**config.mk**
```make
export PLATFORM = sky130hd
export DESIGN_NAME = ili9341_spi_responder
export DESIGN_NICKNAME = d
export VERILOG_FILES = /design/src/rtl/ili9341_pkg.sv /design/src/rtl/ili9341_spi_byte_rx.sv /design/src/rtl/ili9341_spi_responder.sv
export SDC_FILE = /design/constraint.sdc
export NUM_CORES = 1
export LEC_CHECK = 0
export ABC_AREA = 0
export BUFFER_PORTS_ARGS = -buffer_cell sky130_fd_sc_hd__buf_2
export CAP_MARGIN = 20
export CORE_ASPECT_RATIO = 1.2
export CORE_MARGIN = 10
export CORE_UTILIZATION = 35
export CTS_CLUSTER_SIZE = 24
export DETAILED_ROUTE_END_ITERATION = 7
export PLACE_DENSITY = 0.66
export SLEW_MARGIN = 30
export SYNTH_ARGS = -nofsm -noshare
export SYNTH_HDL_FRONTEND = slang
export SYNTH_HIERARCHICAL = 1
export SYNTH_SLANG_ARGS = --single-unit
```
**constraint.sdc**
```tcl
create_clock -name clk -period 2 [get_ports clk]
set_input_delay 0.3 -clock clk [delete_from_list [all_inputs] [get_ports clk]]
set_output_delay 0.3 -clock clk [all_outputs]
set_load 0.05 [all_outputs]
```
**src/rtl/ili9341_pkg.sv**
```systemverilog
// ---------------------------------------------------------------------------
// ili9341_pkg
// Shared definitions for the ILI9341 SPI responder:
//   - command codes for the column/page window and memory-write commands
//   - decoder FSM state encoding
//   - small helpers that map a command byte to its decoder state and build
//     a 9-bit panel coordinate from a big-endian 16-bit parameter pair
// ---------------------------------------------------------------------------
package ili9341_pkg;

    localparam logic [7:0] CMD_CASET = 8'h2A;  // column address set
    localparam logic [7:0] CMD_PASET = 8'h2B;  // page (row) address set
    localparam logic [7:0] CMD_RAMWR = 8'h2C;  // memory write

    typedef enum logic [2:0] {
        ST_IDLE    = 3'd0,
        ST_CASET_P = 3'd1,
        ST_PASET_P = 3'd2,
        ST_RAMWR   = 3'd3,
        ST_SKIP    = 3'd4
    } dec_state_t;

    // Decoder state entered after a given command byte.
    function automatic dec_state_t cmd_state(input logic [7:0] code);
        dec_state_t st;
        case (code)
            CMD_CASET: st = ST_CASET_P;
            CMD_PASET: st = ST_PASET_P;
            CMD_RAMWR: st = ST_RAMWR;
            default:   st = ST_SKIP;
        endcase
        return st;
    endfunction

    // The panel is at most 320 pixels in either direction, so only the low
    // bit of the high parameter byte survives the truncation to 9 bits.
    function automatic logic [8:0] coord9(input logic msb, input logic [7:0] lsb);
        return {msb, lsb};
    endfunction

endpackage

```
**src/rtl/ili9341_spi_byte_rx.sv**
```systemverilog
// ---------------------------------------------------------------------------
// ili9341_spi_byte_rx
// Oversampled SPI mode-0 receiver. All SPI pins are brought into the clk
// domain through two flops; SCK rising edges are found on the synchronized
// level and MOSI is shifted in MSB first while CS is low.
//
// Ports:
//   clk, rst        system clock, asynchronous active-low reset
//   spi_sck/cs/mosi/dc  raw SPI pins (asynchronous to clk)
//   byte_valid      one-cycle strobe, a full byte was received
//   byte_data       the received byte (held until the next byte)
//   byte_dc         D/C level sampled with the 8th SCK rising edge
//   cs_idle         synchronized chip select, high while deselected
// ---------------------------------------------------------------------------
module ili9341_spi_byte_rx (
    input  logic       clk,
    input  logic       rst,
    input  logic       spi_sck,
    input  logic       spi_cs,
    input  logic       spi_mosi,
    input  logic       spi_dc,
    output logic       byte_valid,
    output logic [7:0] byte_data,
    output logic       byte_dc,
    output logic       cs_idle
);

    logic       sck_p0, sck_p1, sck_p2;
    logic       cs_p0, cs_p1;
    logic       mosi_p0, mosi_p1;
    logic       dc_p0, dc_p1;
    logic [2:0] bit_cnt;
    logic [6:0] shift_reg;
    logic       sck_rise;

    // sck_p2 only serves as the previous synchronized level for edge detect;
    // mosi and dc share the same two-flop delay as sck, so the *_p1 values
    // line up with the detected edge.
    assign sck_rise = sck_p1 & ~sck_p2;
    assign cs_idle  = cs_p1;

    always_ff @(posedge clk or negedge rst) begin
        if (!rst) begin
            sck_p0     <= 1'b0;
            sck_p1     <= 1'b0;
            sck_p2     <= 1'b0;
            cs_p0      <= 1'b1;
            cs_p1      <= 1'b1;
            mosi_p0    <= 1'b0;
            mosi_p1    <= 1'b0;
            dc_p0      <= 1'b0;
            dc_p1      <= 1'b0;
            bit_cnt    <= 3'd0;
            shift_reg  <= 7'd0;
            byte_valid <= 1'b0;
            byte_data  <= 8'd0;
            byte_dc    <= 1'b0;
        end else begin
            // synchronizer stage p0 -> p1 -> p2
            sck_p0  <= spi_sck;
            sck_p1  <= sck_p0;
            sck_p2  <= sck_p1;
            cs_p0   <= spi_cs;
            cs_p1   <= cs_p0;
            mosi_p0 <= spi_mosi;
            mosi_p1 <= mosi_p0;
            dc_p0   <= spi_dc;
            dc_p1   <= dc_p0;

            // shift / byte assembly stage
            byte_valid <= 1'b0;
            if (cs_p1) begin
                // deselect throws away any partial byte
                bit_cnt <= 3'd0;
            end else if (sck_rise) begin
                shift_reg <= {shift_reg[5:0], mosi_p1};
                bit_cnt   <= bit_cnt + 3'd1;
                if (bit_cnt == 3'd7) begin
                    byte_valid <= 1'b1;
                    byte_data  <= {shift_reg, mosi_p1};
                    byte_dc    <= dc_p1;
                end
            end
        end
    end

endmodule

```
**src/rtl/ili9341_spi_responder.sv**
```systemverilog
// ---------------------------------------------------------------------------
// ili9341_spi_responder
// Behavioural ILI9341 panel front end. Bytes from the SPI receiver are
// decoded into commands; CASET/PASET set the drawing window and RAMWR
// streams RGB565 pixels which are reported together with their cursor
// position. The cursor walks the window row by row and wraps to its start.
//
// Parameters: H_RES, V_RES  panel size, sets the reset window.
// Ports:
//   clk, rst                 system clock, asynchronous active-low reset
//   spi_sck/cs/mosi/dc       SPI pins from the controller
//   byte_valid/data/dc       every received byte
//   cmd_valid, cmd_code      every command byte (dc = 0)
//   pix_valid, pix_x, pix_y, pix_data  every completed RAMWR pixel
// ---------------------------------------------------------------------------
import ili9341_pkg::*;

module ili9341_spi_responder #(
    parameter int H_RES = 240,
    parameter int V_RES = 320
) (
    input  logic        clk,
    input  logic        rst,
    input  logic        spi_sck,
    input  logic        spi_cs,
    input  logic        spi_mosi,
    input  logic        spi_dc,
    output logic        byte_valid,
    output logic [7:0]  byte_data,
    output logic        byte_dc,
    output logic        cmd_valid,
    output logic [7:0]  cmd_code,
    output logic        pix_valid,
    output logic [8:0]  pix_x,
    output logic [8:0]  pix_y,
    output logic [15:0] pix_data
);

    localparam logic [8:0] X_END_RST = 9'(H_RES - 1);
    localparam logic [8:0] Y_END_RST = 9'(V_RES - 1);

    logic       cs_idle;

    dec_state_t state;
    logic [1:0] par_idx;
    logic       start_msb;
    logic [8:0] start_val;
    logic       end_msb;
    logic [8:0] x_start, x_end, y_start, y_end;
    logic [8:0] cur_x, cur_y;
    logic       hi_pending;
    logic [7:0] hi_byte;

    ili9341_spi_byte_rx u_byte_rx (
        .clk        (clk),
        .rst        (rst),
        .spi_sck    (spi_sck),
        .spi_cs     (spi_cs),
        .spi_mosi   (spi_mosi),
        .spi_dc     (spi_dc),
        .byte_valid (byte_valid),
        .byte_data  (byte_data),
        .byte_dc    (byte_dc),
        .cs_idle    (cs_idle)
    );

    always_ff @(posedge clk or negedge rst) begin
        if (!rst) begin
            state      <= ST_IDLE;
            par_idx    <= 2'd0;
            start_msb  <= 1'b0;
            start_val  <= 9'd0;
            end_msb    <= 1'b0;
            x_start    <= 9'd0;
            x_end      <= X_END_RST;
            y_start    <= 9'd0;
            y_end      <= Y_END_RST;
            cur_x      <= 9'd0;
            cur_y      <= 9'd0;
            hi_pending <= 1'b0;
            hi_byte    <= 8'd0;
            cmd_valid  <= 1'b0;
            cmd_code   <= 8'd0;
            pix_valid  <= 1'b0;
            pix_x      <= 9'd0;
            pix_y      <= 9'd0;
            pix_data   <= 16'd0;
        end else begin
            // decode stage: consumes the byte strobed by the receiver
            cmd_valid <= 1'b0;
            pix_valid <= 1'b0;

            if (byte_valid && !byte_dc) begin
                // a command always wins, whatever was in progress
                cmd_valid  <= 1'b1;
                cmd_code   <= byte_data;
                par_idx    <= 2'd0;
                hi_pending <= 1'b0;
                state      <= cmd_state(byte_data);
                if (byte_data == CMD_RAMWR) begin
                    cur_x <= x_start;
                    cur_y <= y_start;
                end
            end else if (byte_valid) begin
                case (state)
                    ST_CASET_P, ST_PASET_P: begin
                        par_idx <= par_idx + 2'd1;
                        case (par_idx)
                            2'd0: start_msb <= byte_data[0];
                            2'd1: start_val <= coord9(start_msb, byte_data);
                            2'd2: end_msb   <= byte_data[0];
                            2'd3: begin
                                // window only moves once all four bytes arrived
                                if (state == ST_CASET_P) begin
                                    x_start <= start_val;
                                    x_end   <= coord9(end_msb, byte_data);
                                end else begin
                                    y_start <= start_val;
                                    y_end   <= coord9(end_msb, byte_data);
                                end
                                state <= ST_IDLE;
                            end
                        endcase
                    end
                    ST_RAMWR: begin
                        if (!hi_pending) begin
                            hi_byte    <= byte_data;
                            hi_pending <= 1'b1;
                        end else begin
                            hi_pending <= 1'b0;
                            pix_valid  <= 1'b1;
                            pix_x      <= cur_x;
                            pix_y      <= cur_y;
                            pix_data   <= {hi_byte, byte_data};
                            if (cur_x == x_end) begin
                                cur_x <= x_start;
                                cur_y <= (cur_y == y_end) ? y_start : cur_y + 9'd1;
                            end else begin
                                cur_x <= cur_x + 9'd1;
                            end
                        end
                    end
                    default: ;
                endcase
            end else if (cs_idle) begin
                // deselect drops a half pixel but leaves the state alone
                hi_pending <= 1'b0;
            end
        end
    end

endmodule

```
---- Yosys cells after proc, flatten, opt, wreduce, memory -nomap -nowiden ----
Cells that the tools add are included.
operators by class
  add/sub/neg operators ................... 4
  equal/unequal tests ..................... 14
  multiplexer cells ....................... 36
  bitwise operators ....................... 6
  reduce and logical (&&, ||, !) cells .... 26
operators by type and width
  cell                                                              number
  9-bit 2-to-1 mux                                                  13
  8-bit by 6-bit == test with 1-bit output (second input constant)  3
  4-bit AND reduction                                               6
  9-bit by 1-bit adder with 9-bit output (second input constant)    2
  9-bit == test                                                     2
  3-bit 2-to-1 mux                                                  6
  5-bit AND reduction                                               3
  2-bit nonzero test                                                7
  1-bit 2-to-1 mux                                                  13
  3-bit one-hot mux with 3 select lines                             1
  3-bit by 2-bit == test with 1-bit output (second input constant)  2
  2-bit 2-to-1 mux                                                  3
  2-bit AND reduction                                               3
  3-bit AND reduction                                               2
  1-bit NOT                                                         5
  2-bit == test (second input constant)                             2
  3-bit by 1-bit adder with 3-bit output (second input constant)    1
  3-bit by 1-bit == test with 1-bit output (second input constant)  1
  3-bit == test (second input constant)                             1
  3-bit inequality test (second input constant)                     1
  3-bit nonzero test                                                1
  2-bit by 1-bit adder with 2-bit output (second input constant)    1
  2-bit by 1-bit == test with 1-bit output (second input constant)  1
  2-bit logical NOT                                                 1
  other kinds (5)                                                   5
storage, ports and cells
  register bits ........................... 152
  input bits .............................. 6
  output and inout bits ................... 54
  word-level logic and storage cells ...... 119

---- Longest topological paths before layout ----
  word-level depth ........................ 7
  mapped depth ............................ 8
  gate-level depth less buffers ........... 6

---- Cells and area by module ----
Netlist, hierarchy kept.
modules (own cells, without submodules)
  module                 times used  cells an instance  area an instance (um2)  sequential area each (um2)
  ili9341_spi_responder  1           506                5540.3                  3095.5
  ili9341_spi_byte_rx    1           57                 1061.0                  728.2

---- Least setup slack after synthesis ----
OpenSTA, ideal clock, no wires.
  path type ............................... register -> register
  start point ............................. register u_byte_rx.byte_data[2]
  end point ............................... register cur_y[1]
  library setup time ...................... 0.125 ns
  arrival ................................. 2.366 ns
  required time ........................... 1.875 ns
  slack ................................... -0.490 ns
  stages on the path, launching flop included .. 8
  path buffers ............................ 2
  period minus slack after synthesis ...... 2.490 ns
  path through ............................ dfrtp_1 > buf_6 > nor3b_4 > or4b_1 > and2_4 > buf_6 > nor2_2 > mux2_2
on the way
  cells in the longest elaborated chain, start to end .. 3
ends and longest elaborated chain
  what                                                               line                          text
  start, declared                                                    ili9341_spi_byte_rx.sv:23     output logic [7:0] byte_data,
  start signal, assigned                                             ili9341_spi_byte_rx.sv:80     byte_data <= {shift_reg, mosi_p1};
  8-bit by 6-bit == test with 1-bit output                           ili9341_spi_responder.sv:100  if (byte_data == CMD_RAMWR) begin
  2-bit by 1-bit inequality test with 1-bit output (no source line)  -
  5-bit AND reduction (no source line)                               -
  end signal, assigned                                               ili9341_spi_responder.sv:102  cur_y <= y_start;
  end signal, assigned                                               ili9341_spi_responder.sv:137  cur_y <= (cur_y == y_end) ? y_start : cur_y + 9'd1;
  end, declared                                                      ili9341_spi_responder.sv:50   logic [8:0] cur_x, cur_y;
No other way between the ends.
A chain may end at the register's enable or synchronous reset.

---- Worst setup path after layout ----
  start point ............................. register u_byte_rx.byte_data[7]
  end point ............................... register cur_y[0]
The elaborated chain is that of the path after synthesis.

==> flow_metrics.env <==
export IMPL_status="finished clean"
export IMPL_place_area_um2=7490
export IMPL_wl_per_cell_um=17.1
export IMPL_crit_slowest_cell="or4b_4"
export IMPL_clock_skew_ns=0.00543
export IMPL_period_minus_slack_ns=1.99
export IMPL_syn_area_um2=6600
export IMPL_p_leak_nw=4.19
export IMPL_final_area_um2=8260
export IMPL_dieWidth_um=145
export IMPL_p_total_mw=6.78
export IMPL_grtUsageTotal=0.131
export IMPL_reg2reg_to="cur_y[0]"
export IMPL_max_freq_mhz=503
export IMPL_hold_end="u_byte_rx/dc_p1"
export IMPL_place_gp_congestion=0.822
export IMPL_hold_viol=0
export IMPL_syn_num_nets=577
export IMPL_min_delay_start="u_byte_rx/dc_p0"
export IMPL_maxCapViolCount=0
export IMPL_fin_setup_tns_ns=0
export IMPL_final_cell_mix="nand2_1, dfrtp_1, mux2_2"
export IMPL_cts_buffers=17
export IMPL_syn_to_final_growth_pct=25.1
export IMPL_setup_viol=0
export IMPL_cts_path_max_buffers=2
export IMPL_numPortBuffers=59
export IMPL_dr_total_vias=4496
export IMPL_arrival_ns=2.36
export IMPL_grt_setup_unrepaired="true"
export IMPL_cts_sinks=152
export IMPL_synth_seq_cells=152
export IMPL_synthCells=563
export IMPL_crit_chain="nand4bb_4, or4b_4, and2_4, or4_1, nand3_1"
export IMPL_dieArea_um2=24800
export IMPL_fin_nets=677
export IMPL_ys_types=50
export IMPL_critical_path_max_fanout=4
export IMPL_grt_pass1_wl_um=25900
export IMPL_async_reset_ff_frac=1.00
export IMPL_avgViaCountPerCell=4.84
export IMPL_largest_register_ffs=16
export IMPL_crit_required_ns=2.37
export IMPL_antenna_found_initial=0
export IMPL_cts_max_level=4
export IMPL_endpoint_kind="flip-flop"
export IMPL_coreArea_um2=18400
export IMPL_regMostFlops="pix_data"
export IMPL_routed_wl_um=15900
export IMPL_r2r_slack_ns=0.01
export IMPL_mostFrequentLayoutCell="nand2_1"
export IMPL_ios=60
export IMPL_synth_main_ff_cell="dfrtp_1"
export IMPL_max_vdd_ir_drop_uv=579
export IMPL_drt_first_pass_iters=4
export IMPL_rows=54
export IMPL_r2r_start="u_byte_rx/byte_data[7]"
export IMPL_dr_first_iter_drc_count=358
export IMPL_cts_tree="built"
export IMPL_postRouteAntennaNets=0
export IMPL_ys_seq_area_frac=0.579
export IMPL_criticalPathCategory="flip-flop to flip-flop"
export IMPL_die_y_um=170
export IMPL_synth_edf_count=0
export IMPL_worst_r2r_cell_count=5
export IMPL_worst_pin_slew_ns=0.499
export IMPL_cp_slowest_stage_delay_ns=0.52
export IMPL_slew_viol_final=0
export IMPL_initial_core_util=0.359
export IMPL_startpoint_type="flip-flop"
export IMPL_place_hpwl_um=11100
export IMPL_syn_area_per_cell_um2=11.7
export IMPL_hp_class="flip-flop to flip-flop"
export IMPL_layout_drive_gt1_share=0.377
export IMPL_min_path_cells=0
export IMPL_fillers=1718
export IMPL_drc_errors=0
export IMPL_grt_max_degree=50
export IMPL_clk_latency_ns=0.43
export IMPL_grt_pass1_vias=4834
export IMPL_finalCritPeriodShare=0.995
export IMPL_path_clk_slew_ns=0.06
export IMPL_grt_overflow_total=0
export IMPL_p_per_area_nw_per_um2=822
export IMPL_relSlewSlack=0.667
export IMPL_root_buffer="clkbuf_16"
export IMPL_diodes=0
export IMPL_synth_warnings=6
## worst max-delay path by stage
| stage | startpoint | depth (start not counted) | endpoint |
|---|---|---|---|
| after global routing | x_end[1] | 7 | cur_y[0] |
| final | u_byte_rx/byte_data[7] | 5 | cur_y[0] |
| after detailed placement | u_byte_rx/byte_data[0] | 6 | cur_y[3] |
| after floorplan | u_byte_rx/byte_data[2] | 7 | cur_y[0] |
| after global placement | x_end[6] | 7 | cur_y[0] |
| after CTS | u_byte_rx/byte_data[0] | 6 | cur_y[3] |
## repair_timing
item,4_1_cts,5_1_grt
setup buffers,0,3
hold buffers,5,0
resized for setup,2,8
cloned,0,0
endpoints found under the hold margin,48,0
pin swaps,0,5
endpoints found under the setup margin,6,46
## synth_stat cells, types with 2 or more instances
library cell | instances | share of area
nand2_1 | 145 | 0.082
dfrtp_1 | 136 | 0.52
mux2_2 | 66 | 0.11
clkbuf_1 | 20 | 0.011
dfstp_2 | 16 | 0.064
nand3_1 | 16 | 0.012
mux2i_1 | 14 | 0.021
xnor2_1 | 14 | 0.019
nor2_1 | 12 | 0.0068
mux2_4 | 9 | 0.020
xor2_1 | 9 | 0.012
ha_1 | 8 | 0.015
inv_1 | 8 | 0.0045
a211oi_1 | 7 | 0.0080
a21oi_1 | 7 | 0.0053
a2bb2oi_1 | 7 | 0.0093
buf_2 | 6 | 0.0045
nand4_1 | 6 | 0.0057
o21ai_0 | 6 | 0.0045
and3_1 | 5 | 0.0047
nor3_1 | 4 | 0.0030
o22a_1 | 4 | 0.0053
buf_6 | 3 | 0.0051
nor2b_1 | 3 | 0.0028
o2bb2a_1 | 3 | 0.0045
a22o_1 | 2 | 0.0027
and2_1 | 2 | 0.0019
and2_4 | 2 | 0.0027
nor3b_4 | 2 | 0.0057
## metrics by stage
step / utilization / setup slack (ns) / hold slack, ns / cells
after floorplan: - / -0.249 / 0.00441 / 563
after global placement: 0.408 / 0.0551 / 0.277 / 888
after detailed placement: 0.408 / 0.0156 / 0.283 / 888
after CTS: 0.446 / 0.0000844 / 0.350 / 925
after global routing: 0.449 / -0.0514 / 0.359 / 928
final: 0.449 / 0.0101 / 0.352 / 928
## cell families after synthesis
logic type               Yosys count  synth area share
flip-flops                       152             0.579
AND/OR/NAND/NOR                  206             0.139
AO/OA/AOI/OAI                     44            0.0508
buffers and inverters             41            0.0309
adder cells (fa/ha/maj)            8            0.0152
XOR/XNOR                          23            0.0305
multiplexers                      89             0.154
## report_power, final
part	leakage, nW	total (mW)	switching [mW]	internal, mW
combinational	1.85	0.157	0.0836	0.0731
clock	0.309	3.43	1.23	2.19
sequential	2.02	3.20	0.0507	3.15
total	4.19	6.78	1.37	5.42
## final cells by class
type                    instances  area, um2  share of cell area
flip-flops and latches        152       3830               0.464
multi-input cells             370       2650               0.321
repair buffers                113        781              0.0946
clock buffers                  26        529              0.0641
well taps                     252        315              0.0382
clock inverters                 6        110              0.0133
inverters                       9       33.8             0.00409
## layer usage
layer,routed length (um),share of wire,vias up,GRT usage
li1,-,-,2109,-
met1,7020,0.44,2277,0.156
met2,8040,0.51,90,0.223
met3,627,0.040,20,0.0395
met4,182,0.011,0,0.0409
met5,0,0,-,0
## critical path: cells and delay by family, from the launching register on
family / cells / cell delay [ns]
AND/OR/NAND/NOR: 5 / 1.53
flip-flops: 1 / 0.40
Power figures use the tool's default switching activity.
